`src/rtl/eth_tx_packet_arbiter.sv`:
```
// Four-source round-robin packet arbiter feeding one 16-bit AXI-Stream toward the UDP flow buffer.
// Define ARB_TIMEOUT_EN to add stall-timeout termination (TERM/DRAIN states).
module eth_tx_packet_arbiter #(
    parameter int unsigned TIMEOUT_CYCLES = 1024
) (
    input  logic        aclk,
    input  logic        aresetn,
    input  logic        link_up,
    input  logic [63:0] s_axis_tdata,
    input  logic [3:0]  s_axis_tvalid,
    input  logic [3:0]  s_axis_tlast,
    input  logic [3:0]  s_axis_tuser,
    output logic [3:0]  s_axis_tready,
    output logic [15:0] m_axis_tdata,
    output logic        m_axis_tvalid,
    output logic        m_axis_tlast,
    output logic        m_axis_tuser,
    input  logic        m_axis_tready,
    output logic [3:0]  grant,
    output logic        busy
);

    localparam int unsigned NPORT = 4;
    localparam int unsigned DW    = 16;

    // The stall counter is 16 bits wide, so the limit must fit in it.
    if (TIMEOUT_CYCLES == 0 || TIMEOUT_CYCLES > 65535) begin : g_bad_timeout
        $error("TIMEOUT_CYCLES out of range 1..65535");
    end

    typedef enum logic [1:0] {
        IDLE  = 2'd0,
        GRANT = 2'd1
`ifdef ARB_TIMEOUT_EN
        ,
        TERM  = 2'd2,
        DRAIN = 2'd3
`endif
    } state_t;

    state_t            state_q;
    logic [1:0]        gidx_q;
    logic [1:0]        rr_ptr_q;
    logic [NPORT-1:0]  grant_q;
`ifdef ARB_TIMEOUT_EN
    localparam int unsigned CW = 16;
    logic [CW-1:0]     cnt_q;
`endif

    logic [1:0]        pick_idx;
    logic [1:0]        idx;
    logic              found;
    logic              g_valid;
    logic              g_last;
    logic              g_user;
    logic [DW-1:0]     g_data;
    logic              g_hs;

    // Round-robin search starting at rr_ptr, wrapping modulo 4.
    always_comb begin
        pick_idx = rr_ptr_q;
        idx      = rr_ptr_q;
        found    = 1'b0;
        for (int k = 0; k < NPORT; k++) begin
            idx = rr_ptr_q + 2'(k);
            if (!found && s_axis_tvalid[idx]) begin
                pick_idx = idx;
                found    = 1'b1;
            end
        end
    end

    assign g_valid = s_axis_tvalid[gidx_q];
    assign g_last  = s_axis_tlast[gidx_q];
    assign g_user  = s_axis_tuser[gidx_q];
    assign g_data  = s_axis_tdata[{gidx_q, 4'b0000} +: DW];
    assign g_hs    = g_valid & m_axis_tready;

    always_ff @(posedge aclk) begin
        if (!aresetn) begin
            state_q  <= IDLE;
            gidx_q   <= 2'd0;
            rr_ptr_q <= 2'd0;
            grant_q  <= '0;
`ifdef ARB_TIMEOUT_EN
            cnt_q    <= '0;
`endif
        end else begin
            case (state_q)
                IDLE: begin
                    if (link_up && found) begin
                        state_q <= GRANT;
                        gidx_q  <= pick_idx;
                        grant_q <= 4'b0001 << pick_idx;
`ifdef ARB_TIMEOUT_EN
                        cnt_q   <= '0;
`endif
                    end
                end
                GRANT: begin
                    if (g_hs && g_last) begin
                        state_q  <= IDLE;
                        rr_ptr_q <= gidx_q + 2'd1;
                        grant_q  <= '0;
                    end
`ifdef ARB_TIMEOUT_EN
                    else if (g_hs) begin
                        cnt_q <= '0;
                    end else if (!g_valid) begin
                        cnt_q <= cnt_q + CW'(1);
                        if (cnt_q + CW'(1) == CW'(TIMEOUT_CYCLES))
                            state_q <= TERM;
                    end
`endif
                end
`ifdef ARB_TIMEOUT_EN
                TERM: begin
                    if (m_axis_tready)
                        state_q <= DRAIN;
                end
                DRAIN: begin
                    if (g_valid && g_last) begin
                        state_q  <= IDLE;
                        rr_ptr_q <= gidx_q + 2'd1;
                        grant_q  <= '0;
                    end
                end
`endif
                default: state_q <= IDLE;
            endcase
        end
    end

    // Stream muxing; everything is held quiet while reset is asserted.
    always_comb begin
        s_axis_tready = '0;
        m_axis_tdata  = '0;
        m_axis_tvalid = 1'b0;
        m_axis_tlast  = 1'b0;
        m_axis_tuser  = 1'b0;
        if (aresetn) begin
            case (state_q)
                IDLE: begin
                    if (!link_up)
                        s_axis_tready = '1;
                end
                GRANT: begin
                    m_axis_tdata  = g_data;
                    m_axis_tvalid = g_valid;
                    m_axis_tlast  = g_last;
                    m_axis_tuser  = g_user;
                    s_axis_tready = grant_q & {NPORT{m_axis_tready}};
                end
`ifdef ARB_TIMEOUT_EN
                TERM: begin
                    m_axis_tvalid = 1'b1;
                    m_axis_tlast  = 1'b1;
                    m_axis_tuser  = 1'b1;
                end
                DRAIN: begin
                    s_axis_tready = grant_q;
                end
`endif
                default: ;
            endcase
        end
    end

    assign grant = grant_q;
    assign busy  = (state_q != IDLE);

endmodule

```
`config.mk`:
```
export PLATFORM = sky130hd
export DESIGN_NAME = eth_tx_packet_arbiter
export DESIGN_NICKNAME = d
export VERILOG_FILES = /design/src/rtl/eth_tx_packet_arbiter.sv
export SDC_FILE = /design/constraint.sdc
export NUM_CORES = 1
export LEC_CHECK = 0
export CAP_MARGIN = 20
export CORE_MARGIN = 2
export CORE_UTILIZATION = 27
export CTS_CLUSTER_SIZE = 28
export DETAILED_ROUTE_END_ITERATION = 10
export PLACE_DENSITY_LB_ADDON = 0.2
export SYNTH_ARGS = -nofsm -noshare
export SYNTH_HDL_FRONTEND = slang
export SYNTH_SLANG_ARGS = --single-unit
```
`constraint.sdc`:
```
create_clock -name aclk -period 1.75 [get_ports aclk]
set_input_delay 0.35 -clock aclk [delete_from_list [all_inputs] [get_ports aclk]]
set_output_delay 0.35 -clock aclk [all_outputs]
set_load 0.05 [all_outputs]
```
Yosys cells after proc, flatten, opt, wreduce, memory -nomap -nowiden

Cells that the tools add are included.

Register bits: 10
Latch bits: 0
RAM bits: 0
Memory bits (read-only): 0
Input bits: 80
Output and inout bits: 28
Word-level logic and storage cells: 73
Memories kept: 0

Add/subtract/negate cells: 4
Multiply operators: 0
Div/mod/pow operators: 0
$lt $le $gt $ge: 5
Equal/unequal tests: 3
Shift operators: 2
Multiplexer cells: 38
Bitwise operators: 2
Reductions and logical operators: 15

Operators with widths:

| cell                                               | count |
|---|---|
| indexed part select 64 x 7 -> 16 bit               | 1 |
| 2-to-1 mux 16 bit                                  | 2 |
| 2-to-1 mux 1 bit                                   | 17 |
| 2-to-1 mux 4 bit                                   | 4 |
| one-hot mux 4 bit (2 select lines)                 | 2 |
| < comparator 2 x 3 -> 1 bit, second input constant | 5 |
| binary-select mux 1 bit (select 2 bit)             | 7 |
| 2-to-1 mux 2 bit                                   | 5 |
| AND reduction 2 bit                                | 3 |
| logical AND 1 bit                                  | 5 |
| adder 2 x 1 -> 2 bit, second input constant        | 2 |
| adder 2 bit, second input constant                 | 2 |
| AND 4 bit                                          | 1 |
| inequality test 2 bit, second input constant       | 2 |
| one-hot mux 2 bit (2 select lines)                 | 1 |
| nonzero test 2 bit                                 | 2 |
| << shifter 1 x 2 -> 4 bit, first input constant    | 1 |
| zero test 1 bit                                    | 3 |
| AND reduction 3 bit                                | 1 |
| == test 2 x 1 -> 1 bit, second input constant      | 1 |
| zero test 2 bit                                    | 1 |
| AND 1 bit                                          | 1 |

Logic depth before layout (Yosys ltp)

Depth in word-level cells: 15
Mapped depth: 6
Depth with buffers taken out: 5

Worst setup path before layout

OpenSTA, ideal clock, no wires.

Path kind: reg2out
Start: register state_q[0]
End: output port s_axis_tready[2]
Data arrival time: 1.705 ns
Required time: 1.400 ns
Slack: -0.305 ns
Stages on the path, launching flop included: 4
Buffers on the path: 0
Cells stage by stage: dfxtp_1 and2_1 a21oi_1 nor2_1

Word-level cells in the longest chain between the ends: 3
Elaborated cells between the ends (all ways): 4
Those cells by class: eq/ne (1); mux (2); reduce/logical (1)

RTL lines:

| element                                                   | line | text |
|---|---|---|
| start: declaration                                        | 41   | `state_t state_q;` |
| start signal: assignment                                  | 81   | `state_q <= IDLE;` |
| start signal: assignment                                  | 92   | `state_q <= GRANT;` |
| start signal: assignment                                  | 102  | `state_q <= IDLE;` |
| == test 2 x 1 -> 1 bit or zero test 2 bit (tied branches) | 142  | `case (state_q)` |
| one-hot mux 4 bit (2 select lines) (*)                    | 142  |  |
| 2-to-1 mux 4 bit (*)                                      | 141  | `if (aresetn) begin` |
| end: declaration                                          | 13   | `output logic [3:0] s_axis_tready,` |

Every way passes the cells marked *; elsewhere a longest branch is shown, timed or not.

Worst setup path after layout

Start: register gidx_q[0]
End: output port m_axis_tdata[5]

Word-level cells in the longest chain between the ends: 3

RTL lines:

| element                              | line | text |
|---|---|---|
| start: declaration                   | 42   | `logic [1:0] gidx_q;` |
| start signal: assignment             | 93   | `gidx_q <= pick_idx;` |
| indexed part select 64 x 7 -> 16 bit | 76   | `assign g_data = s_axis_tdata[{gidx_q, 4'b0000} +: DW];` |
| 2-to-1 mux 16 bit                    | 142  |  |
| 2-to-1 mux 16 bit                    | 141  |  |
| end: declaration                     | 14   | `output logic [15:0] m_axis_tdata,` |

No other way between the ends.

==> summary.txt <==
status = complete, but fails checks
failing checks = setup timing
max cap viols = 0
Die Y = 68.11 µm
Post-Syn Nets = 189
Syn Inst Count = 109
Worst-Skew Late Latency = 0.24 ns
Routed Antenna Nets = 0
routed length per instance = 18.25 µm
via count = 1490
die area = 4639 µm²
DP HPWL = 4.003 mm
Post-Syn Area = 1110 µm²
syn_area_per_cell = 10.18 µm²
number of distinct library cells after synthesis = 31
Clock Skews = 0.009940 ns
vias per cell = 5.246
DRC = 0
DR iter-0 viols = 25
CTS H-tree lvls = 1
FMAX = 0.5022 GHz
# diodes = 0
worst-margin pin slew = 0.2747 ns
final worst slack = -0.2411 ns
DRT Pass-1 Iters = 4
row cnt = 23
met2 wire length = 2.803 mm
hold buffer count at cts = 0
I/O Buffers = 107
Startpoint Class = flip-flop
maximum vdd ir drop = 0.3371 mV
PwrDens = 422.4 nW/µm²
Syn-to-layout area delta = 151.0%
wirelength, routed = 5.183 mm
root buffer cell = clkbuf_8
post-synthesis register bit count = 9
vias in the first global route = 1585
gr ovfl total = 0
Hold Crit Class = reg2reg
critical path class = reg2out
Tcrit/Tclk final = 113.8%
total power = 1.176 mW
CP Capture Type = primary output
commonest non-fill, non-tap cell in the layout = clkdlybuf4s50_1
Max Slew Vio Count = 0
max_slew headroom = 81.69%
synth top area cells = mux4_2, dfxtp_1, and3_1
CTS sink cnt = 9
post-synth top area share = 36.53%
Seq/Total Area, Yosys = 16.23%
Post-Place Setup Slack = -0.3892 ns
largest net degree at the start of global routing = 19
DRT met1 WL = 1.780 mm
most frequent cells in the layout = clkdlybuf4s50_1, buf_4, mux4_2, and3_4, buf_8
unrepaired setup endpoints after global routing = yes
first-pass GRT wire length = 7.452 mm
Routability Congestion = 0.7682
minimum clock period = 1.991 ns
GRT Util Overall = 21.44%
CTS Buffer Depth = 2
layout net count = 315
Die W = 68.11 µm
initial antenna violation count = 0
layout cells sized above 1 = 52.56%
Leakage = 1.063 nW
Num CTS Buffers = 3
Final Hold Vio Count = 0
Layout fillers = 310
hold_ws = 0.4919 ns
CP required = 1.40 ns
top sig layer = met4
Core ar. = 3971 µm²
Ys Warns = 0
Worst Path Max Fanout = 8
biggest area consumer among synthesized cells = mux4_2
CTS tree = built
# IOs = 108
DR WL met3 = 468 µm
critical path arrival = 1.64 ns
Starting Density = 27.95%
clock transition at the registers of the reported paths = 0.05 ns
final setup vio count = 21
power breakdown:
| part | internal, mW | switching [mW] |
|---|---|---|
| logic | 0.403 | 0.287 |
| clock network | 0.160 | 0.0944 |
| registers | 0.215 | 0.0167 |
| total | 0.778 | 0.399 |
metal layers:
metal / vias up / GRT usage [%]
met5: - / 0
met4: 0 / 9.500
met3: 11 / 4.934
met2: 80 / 41.02
met1: 719 / 21.85
li1: 680 / -
final cells by class:
| class | instances | area [µm²] | area share [%] |
|---|---|---|---|
| repair buffers | 130 | 1401 | 50.31 |
| multi-input cells | 89 | 1080 | 38.77 |
| flip-flops and latches | 9 | 185.2 | 6.649 |
| inverters | 2 | 11.26 | 0.4043 |
| clock buffers | 4 | 45.04 | 1.617 |
| well taps | 50 | 62.56 | 2.246 |
worst max-delay path: stages (launching register included):
cell and delay [ns]:
dfxtp_4 0.39, buf_12 0.15, mux4_2 0.51, and3_4 0.20, buf_8 0.14
stage by stage:
step	setup TNS [ns]	utilization, %	std cells	cell area, µm²
4_1_cts	-4.299	68.62	283	2725
3_3_place_gp	-6.014	61.12	275	2427
6_report	-4.193	70.13	284	2785
5_1_grt	-5.218	70.13	284	2785
2_1_floorplan	-0.2589	-	109	1192
3_5_place_dp	-7.125	61.12	275	2427
path summary, 6_finish.rpt:
path,startpoint,end,slack (ns),cells after the start
max,gidx_q[0],m_axis_tdata[5],-0.24,4
min,grant[0],grant[0],0.49,2
max reg2reg,gidx_q[0],rr_ptr_q[0],-0.04,8
min reg2reg,grant[0],grant[0],0.49,2
repair_timing:
action	4_1_cts	5_1_grt
gates resized for setup	66	12
endpoints found under the setup margin	30	29
hold endpoints to repair	0	0
setup buffers	3	1
pin swaps	12	6
cloned	1	0
sequential cells by signal (all words and copies together), names as in the netlist:
name and cells:
state_q 1, grant 4, gidx_q 2, rr_ptr_q 2
cells in the mapped netlist, drive strengths merged:
library cell	number
or4	2
clkdlybuf4s50	1
nor3	1
dfxtp	9
o22ai	1
o211a	1
inv	2
o32ai	1
mux4	19
xnor2	1
nand3	2
and3b	2
clkbuf	4
and2b	1
nor2	10
a21oi	9
nand3b	1
nand2	7
mux2i	1
a21o	1
nand2b	1
o21ai	3
a211o	1
buf	4
nor2b	2
and2	2
a32oi	1
and3	19
logic make-up after synthesis:
family	share of synthesized area, %
xor+xnor	0.7893
flops	16.23
mux	39.80
simple gates	27.51
compound gates	10.82
buf+inv	4.848
Note: power is estimated with default switching activity, not from simulation.
